## src/rtl/multicycle_control.sv

```systemverilog
// -----------------------------------------------------------------------------
// multicycle_control
//
// Main control unit for a multicycle MIPS-style datapath. A Moore FSM steps
// each instruction through fetch, decode and the class-specific execute,
// memory and write-back states. It drives the datapath mux selects and the
// write enables for that state.
//
// Build option:
//   JUMP_EN  - when defined, opcode 2 (j) is executed through a JUMP state.
//              When undefined, opcode 2 is treated as an illegal opcode.
//
// Parameters:
//   CNT_W        width of the retired-instruction counter
//
// Ports:
//   CLK          clock; all state changes on the rising edge
//   RESET        asynchronous, active-high reset
//   opcode       instruction[31:26] from the instruction register
//   Zero         ALU zero flag (consumed by the datapath as PCWriteCond & Zero)
//   mem_ready    memory handshake; an access completes in a cycle with it high
//   PCWrite, PCWriteCond, IorD, MemRead, MemWrite, IRWrite,
//   MemtoReg, RegWrite, RegDst, ALUSrcA      1-bit datapath controls
//   ALUOp        ALU control class (00 add, 01 sub/compare, 10 funct decode)
//   ALUSrcB      ALU B select (00 reg, 01 const 4, 10 signext, 11 signext<<2)
//   PCSource     PC source (00 ALU, 01 ALUOut reg, 10 jump target)
//   state        current FSM state
//   err          sticky illegal-opcode flag, cleared only by RESET
//   retired      count of completed instructions, wraps at 2^CNT_W
// -----------------------------------------------------------------------------
module multicycle_control #(
    parameter int unsigned CNT_W = 16
) (
    input  logic             CLK,
    input  logic             RESET,
    input  logic [5:0]       opcode,
    input  logic             Zero,
    input  logic             mem_ready,
    output logic             PCWrite,
    output logic             PCWriteCond,
    output logic             IorD,
    output logic             MemRead,
    output logic             MemWrite,
    output logic             IRWrite,
    output logic             MemtoReg,
    output logic             RegWrite,
    output logic             RegDst,
    output logic             ALUSrcA,
    output logic [1:0]       ALUOp,
    output logic [1:0]       ALUSrcB,
    output logic [1:0]       PCSource,
    output logic [3:0]       state,
    output logic             err,
    output logic [CNT_W-1:0] retired
);

    localparam logic [5:0] OpRType = 6'd0;
    localparam logic [5:0] OpBeq   = 6'd4;
    localparam logic [5:0] OpLw    = 6'd35;
    localparam logic [5:0] OpSw    = 6'd43;
`ifdef JUMP_EN
    localparam logic [5:0] OpJ     = 6'd2;
`endif

    localparam logic [CNT_W-1:0] CntOne = {{(CNT_W-1){1'b0}}, 1'b1};

    typedef enum logic [3:0] {
        StFetch  = 4'd0,
        StDecode = 4'd1,
        StMemAdr = 4'd2,
        StMemRd  = 4'd3,
        StMemWb  = 4'd4,
        StMemWr  = 4'd5,
        StExec   = 4'd6,
        StRwb    = 4'd7,
        StBranch = 4'd8
`ifdef JUMP_EN
        ,
        StJump   = 4'd9
`endif
    } state_e;

    // Registered control word. The fetch bit marks an active FETCH cycle. The
    // IR and PC write enables in FETCH are that bit qualified by mem_ready.
    typedef struct packed {
        logic       pc_write;
        logic       pc_write_cond;
        logic       i_or_d;
        logic       mem_read;
        logic       mem_write;
        logic       fetch;
        logic       mem_to_reg;
        logic       reg_write;
        logic       reg_dst;
        logic       alu_src_a;
        logic [1:0] alu_op;
        logic [1:0] alu_src_b;
        logic [1:0] pc_source;
    } ctrl_t;

    state_e           state_q, state_d;
    ctrl_t            ctrl_q, ctrl_d;
    logic             err_q;
    logic [CNT_W-1:0] retired_q;
    logic             retire;
    logic             illegal;

    // Zero is applied by the datapath (PCWriteCond & Zero), not by this FSM.
    logic unused_zero;
    assign unused_zero = Zero;

    // Control word for a given state. The outputs are registered from the
    // next state, so they change on the same edge as the state they belong to.
    function automatic ctrl_t decode_ctrl(state_e s);
        ctrl_t c;
        c = '0;
        case (s)
            StFetch: begin
                c.mem_read  = 1'b1;
                c.fetch     = 1'b1;
                c.alu_src_b = 2'b01;
            end
            StDecode: begin
                c.alu_src_b = 2'b11;  // branch target precompute
            end
            StMemAdr: begin
                c.alu_src_a = 1'b1;
                c.alu_src_b = 2'b10;
            end
            StMemRd: begin
                c.mem_read = 1'b1;
                c.i_or_d   = 1'b1;
            end
            StMemWb: begin
                c.reg_write  = 1'b1;
                c.mem_to_reg = 1'b1;
            end
            StMemWr: begin
                c.mem_write = 1'b1;
                c.i_or_d    = 1'b1;
            end
            StExec: begin
                c.alu_src_a = 1'b1;
                c.alu_op    = 2'b10;
            end
            StRwb: begin
                c.reg_write = 1'b1;
                c.reg_dst   = 1'b1;
            end
            StBranch: begin
                c.alu_src_a     = 1'b1;
                c.alu_op        = 2'b01;
                c.pc_write_cond = 1'b1;
                c.pc_source     = 2'b01;
            end
`ifdef JUMP_EN
            StJump: begin
                c.pc_write  = 1'b1;
                c.pc_source = 2'b10;
            end
`endif
            default: ;
        endcase
        return c;
    endfunction

    always_comb begin
        state_d = state_q;
        retire  = 1'b0;
        illegal = 1'b0;
        case (state_q)
            // The fetch bit is clear on the first edge after reset, so the
            // fetch outputs get one full cycle before any access can complete.
            StFetch: begin
                if (ctrl_q.fetch && mem_ready) begin
                    state_d = StDecode;
                end
            end
            StDecode: begin
                if (opcode == OpLw || opcode == OpSw) begin
                    state_d = StMemAdr;
                end else if (opcode == OpRType) begin
                    state_d = StExec;
                end else if (opcode == OpBeq) begin
                    state_d = StBranch;
`ifdef JUMP_EN
                end else if (opcode == OpJ) begin
                    state_d = StJump;
`endif
                end else begin
                    state_d = StFetch;
                    illegal = 1'b1;
                end
            end
            StMemAdr: begin
                state_d = (opcode == OpLw) ? StMemRd : StMemWr;
            end
            StMemRd: begin
                if (mem_ready) begin
                    state_d = StMemWb;
                end
            end
            StMemWb: begin
                state_d = StFetch;
                retire  = 1'b1;
            end
            StMemWr: begin
                if (mem_ready) begin
                    state_d = StFetch;
                    retire  = 1'b1;
                end
            end
            StExec: begin
                state_d = StRwb;
            end
            StRwb: begin
                state_d = StFetch;
                retire  = 1'b1;
            end
            StBranch: begin
                state_d = StFetch;
                retire  = 1'b1;
            end
`ifdef JUMP_EN
            StJump: begin
                state_d = StFetch;
                retire  = 1'b1;
            end
`endif
            default: begin
                state_d = StFetch;
            end
        endcase
    end

    assign ctrl_d = decode_ctrl(state_d);

    always_ff @(posedge CLK or posedge RESET) begin
        if (RESET) begin
            state_q   <= StFetch;
            ctrl_q    <= '0;
            err_q     <= 1'b0;
            retired_q <= '0;
        end else begin
            state_q <= state_d;
            ctrl_q  <= ctrl_d;
            if (illegal) begin
                err_q <= 1'b1;
            end
            if (retire) begin
                retired_q <= retired_q + CntOne;
            end
        end
    end

    assign PCWrite     = (ctrl_q.fetch & mem_ready) | ctrl_q.pc_write;
    assign IRWrite     = ctrl_q.fetch & mem_ready;
    assign PCWriteCond = ctrl_q.pc_write_cond;
    assign IorD        = ctrl_q.i_or_d;
    assign MemRead     = ctrl_q.mem_read;
    assign MemWrite    = ctrl_q.mem_write;
    assign MemtoReg    = ctrl_q.mem_to_reg;
    assign RegWrite    = ctrl_q.reg_write;
    assign RegDst      = ctrl_q.reg_dst;
    assign ALUSrcA     = ctrl_q.alu_src_a;
    assign ALUOp       = ctrl_q.alu_op;
    assign ALUSrcB     = ctrl_q.alu_src_b;
    assign PCSource    = ctrl_q.pc_source;
    assign state       = state_q;
    assign err         = err_q;
    assign retired     = retired_q;

endmodule

```

## config.mk

```make
export PLATFORM = sky130hd
export DESIGN_NAME = multicycle_control
export DESIGN_NICKNAME = d
export VERILOG_FILES = /design/src/rtl/multicycle_control.sv
export SDC_FILE = /design/constraint.sdc
export NUM_CORES = 1
export LEC_CHECK = 0
export ABC_AREA = 1
export BUFFER_PORTS_ARGS = -buffer_cell sky130_fd_sc_hd__buf_2
export CELL_PAD_IN_SITES_DETAIL_PLACEMENT = 0
export CELL_PAD_IN_SITES_GLOBAL_PLACEMENT = 1
export CORE_MARGIN = 2
export CORE_UTILIZATION = 42
export CTS_BUF_LIST = sky130_fd_sc_hd__clkbuf_8
export DETAILED_ROUTE_END_ITERATION = 12
export PLACE_DENSITY_LB_ADDON = 0.1
export SYNTH_ARGS = -nofsm -noshare
export SYNTH_HDL_FRONTEND = slang
export SYNTH_SLANG_ARGS = --single-unit
```

## constraint.sdc

```tcl
create_clock -name CLK -period 2.4 [get_ports CLK]
set_input_delay 0.12 -clock CLK [delete_from_list [all_inputs] [get_ports CLK]]
set_output_delay 0.12 -clock CLK [all_outputs]
set_load 0.01 [all_outputs]
```

==> results.cfg <==
[layout]
stdcell_area_mm2 = 0.002092
drive_gt1_share_pct = 21.94
diodes = 0
syn2layout_area_growth_pct = 17.91
fin_nets = 289
nFillCells = 430
utilization_pct = 51.93

[worst_setup_path]
crit_top_cell = nand3_1
critPathLaunchType = flip-flop
rr_endpoint = retired[8]$_DFFE_PP0P_
r2r_cells = 5
worst_setup_path_end_kind = flip-flop
crit_chain = nor2_2, nand3_1, nand3_2, nand3_1, xor2_1
max_stage_delay_ps = 430
r2r_slack_ps = 860
timing.critical_path.from = state[3]$_DFF_PP0_
arrival_ps = 1710
criticalPathCategory = reg -> reg
slowest_stage = dfrtp_1
required_ps = 2560
r2r_start = state[3]$_DFF_PP0_
critPathMaxFanout = 23

[cts]
cts_tree = done
cts_buffers = 5
cts_resized = 0
path_clk_slew_ps = 70
cts_htree_levels = 2
cts_buffer_depth = 2
clockRootBuffer = clkbuf_8
cts_sinks = 33
insertion_delay_ps = 280

[placed_design]
place_congestion = 0.7620
port_buffers = 44
dp_hpwl_um = 2826
dpl-instance-area_mm2 = 0.001996
place_ws_ps = 838.5

[detailed_routing]
drc = 0
drt-initial-drc-count = 77
vias_per_cell = 4.418
dr.pass1.iters = 4
ant_nets = 0
wl_um = 3613
num_vias = 1449
wire_per_inst_um = 11.02

[sta]
fin_ws_ps = 856.8
setup_tns_ps = 0
period_needed_ps = 1543
finalHoldViolCount = 0
min_period_over_period_pct = 64.30
fmax_ghz = 0.6480
fin_skew_ps = 5.810
rsz0062_at_grt = no
slew_violations = 0
setup_viol = 0

[global_routing]
grt_pass1_wl_um = 6085
grt.total_usage_pct = 17.50
grt_pass1_vias = 1406
globalRoute.totalOverflow = 0
antenna_found_initial = 0
grt_max_degree = 24

[run_status]
status = finished clean

[floorplan]
die_h_um = 69.00
core_mm2 = 0.004029
start_util_pct = 44.04
io_pins = 47
rows = 23
die_area_mm2 = 0.004760
die_x_um = 69.00

[synthesis]
avgSynthCellArea_um2 = 7.582
synth_cell_types = 25
synth_nets = 245
ys_seq_area_share_pct = 46.54
syn_area_mm2 = 0.001774
yosysWarnings = 0
yosys_register_bits = 33
syn_inst = 234

[min_path]
min_path_cells = 4
min_path_type = in -> reg
worstHoldStart = opcode[3]
min_to = ALUOp[0]$_DFF_PP0_

[power_and_ir_drop]
peakVddDrop_uv = 356.1
fin_total_pwr_w = 0.001401
p_per_area_mw_per_mm2 = 669.8
p_leak_nw = 1.232

[flow_run]
drv_cap = 0
## cells in the mapped netlist
cell      count  area, um2
o21bai_1      1      7.510
and2_1        1      6.260
xnor2_1       4      35.03
nor2_2        3      18.77
o21ai_0       7      35.03
a21oi_1       1      5.000
ha_1          1      12.51
nand4_1       3      18.77
nand2_1      65      244.0
inv_1        36      135.1
dfrtp_1      33      825.8
buf_4         7      52.55
nor2_1       26      97.59
nor3_1        5      25.02
nand3_2       2      20.02
o21ai_1       2      10.01
inv_2         2      7.510
buf_2         1      5.000
buf_6         1      11.26
or2_2         1      6.260
nand2_2       1      6.260
xor2_1        8      70.07
nor3_2        1      10.01
nand3_1      21      105.1
conb_1        1      3.750
## repair_timing
item | 4_1_cts | 5_1_grt
hold buffers | 1 | 0
hold endpoints to repair | 10 | 0
buffers inserted | 0 | 0
## layout by cell type, fill, tap and decap left out
| cell type | netlist | layout |
|---|---|---|
| nor3_2 | 1 | 1 |
| and2_1 | 1 | 1 |
| nand3_1 | 21 | 21 |
| clkbuf_8 | 0 | 6 |
| inv_2 | 2 | 2 |
| o21ai_1 | 2 | 2 |
| o21ai_0 | 7 | 7 |
| nand4_1 | 3 | 3 |
| dlygate4sd3_1 | 0 | 1 |
| or2_2 | 1 | 1 |
| dfrtp_1 | 33 | 33 |
| nand2_2 | 1 | 1 |
| conb_1 | 1 | 1 |
| nor3_1 | 5 | 5 |
| nand2_1 | 65 | 65 |
| buf_4 | 7 | 1 |
| nor2_2 | 3 | 3 |
| o21bai_1 | 1 | 1 |
| nor2_1 | 26 | 26 |
| a21oi_1 | 1 | 1 |
| nand3_2 | 2 | 2 |
| buf_2 | 1 | 44 |
| xnor2_1 | 4 | 4 |
| ha_1 | 1 | 1 |
| xor2_1 | 8 | 8 |
| inv_1 | 36 | 37 |
## flip-flops by register name, summed over array words and instances (netlist names), 2 cells and up
| register | flops |
|---|---|
| state | 4 |
| ALUOp | 2 |
| ALUSrcB | 2 |
| retired | 16 |
## how the worst max path moves through the flow
| stage | endpoint | slack [ps] | cells after the start |
|---|---|---|---|
| after floorplan | retired[12]$_DFFE_PP0P_ | 1060 | 8 |
| after global placement | retired[6]$_DFFE_PP0P_ | 840 | 6 |
| after detailed placement | retired[6]$_DFFE_PP0P_ | 840 | 6 |
| after CTS | retired[6]$_DFFE_PP0P_ | 830 | 6 |
| after global routing | retired[6]$_DFFE_PP0P_ | 600 | 7 |
| final | retired[8]$_DFFE_PP0P_ | 860 | 5 |
## cells by family after synthesis
| group | after synthesis | share of synthesized area, % |
|---|---|---|
| AOI/OAI and AO/OA | 11 | 3.244 |
| and+or+nand+nor | 129 | 31.45 |
| DFF | 33 | 46.54 |
| xor gates and xnor gates | 12 | 5.924 |
| buffers and inverters | 47 | 11.92 |
| other | 1 | 0.2114 |
| adders and majority gates | 1 | 0.7051 |
## critical path: cells and delay by family (launching register included)
family | cells | cell delay [ps]
simple gates | 4 | 840
xor+xnor | 1 | 170
flops | 1 | 430
## through the flow
step,hold WS (ps),instances
floorplan,248.9,234
global placement,126.0,320
detailed placement,130.2,320
CTS,154.4,328
global route,175.5,328
finish,158.5,328
## layer usage
metal	part of all wire, %	wire (um)	track usage (%)	up-vias
li1	-	-	-	794
met1	44	1593	19.92	622
met2	51	1837	31.73	27
met3	3.8	139	4.383	6
met4	1.2	44	5.882	0
met5	0	0	0	-
## report_power, final
part | switching (W) | total, W | internal (W)
Sequential | 0.0000566 | 0.000671 | 0.000615
Combinational | 0.000203 | 0.000320 | 0.000117
Clock | 0.000187 | 0.000410 | 0.000223
Total | 0.000447 | 0.00140 | 0.000955
## cell type report
cell class                 count  area [um2]  share of cell area (%)
inverter                      38       142.6                   6.818
timing repair buffer          46       237.7                   11.36
tap                           50       62.56                   2.990
multi-input combinational    154       737.0                   35.23
sequential                    33       825.8                   39.47
clock inverter                 1       3.754                  0.1794
clock buffer                   6       82.58                   3.947
Power figures use the tool's default switching activity.
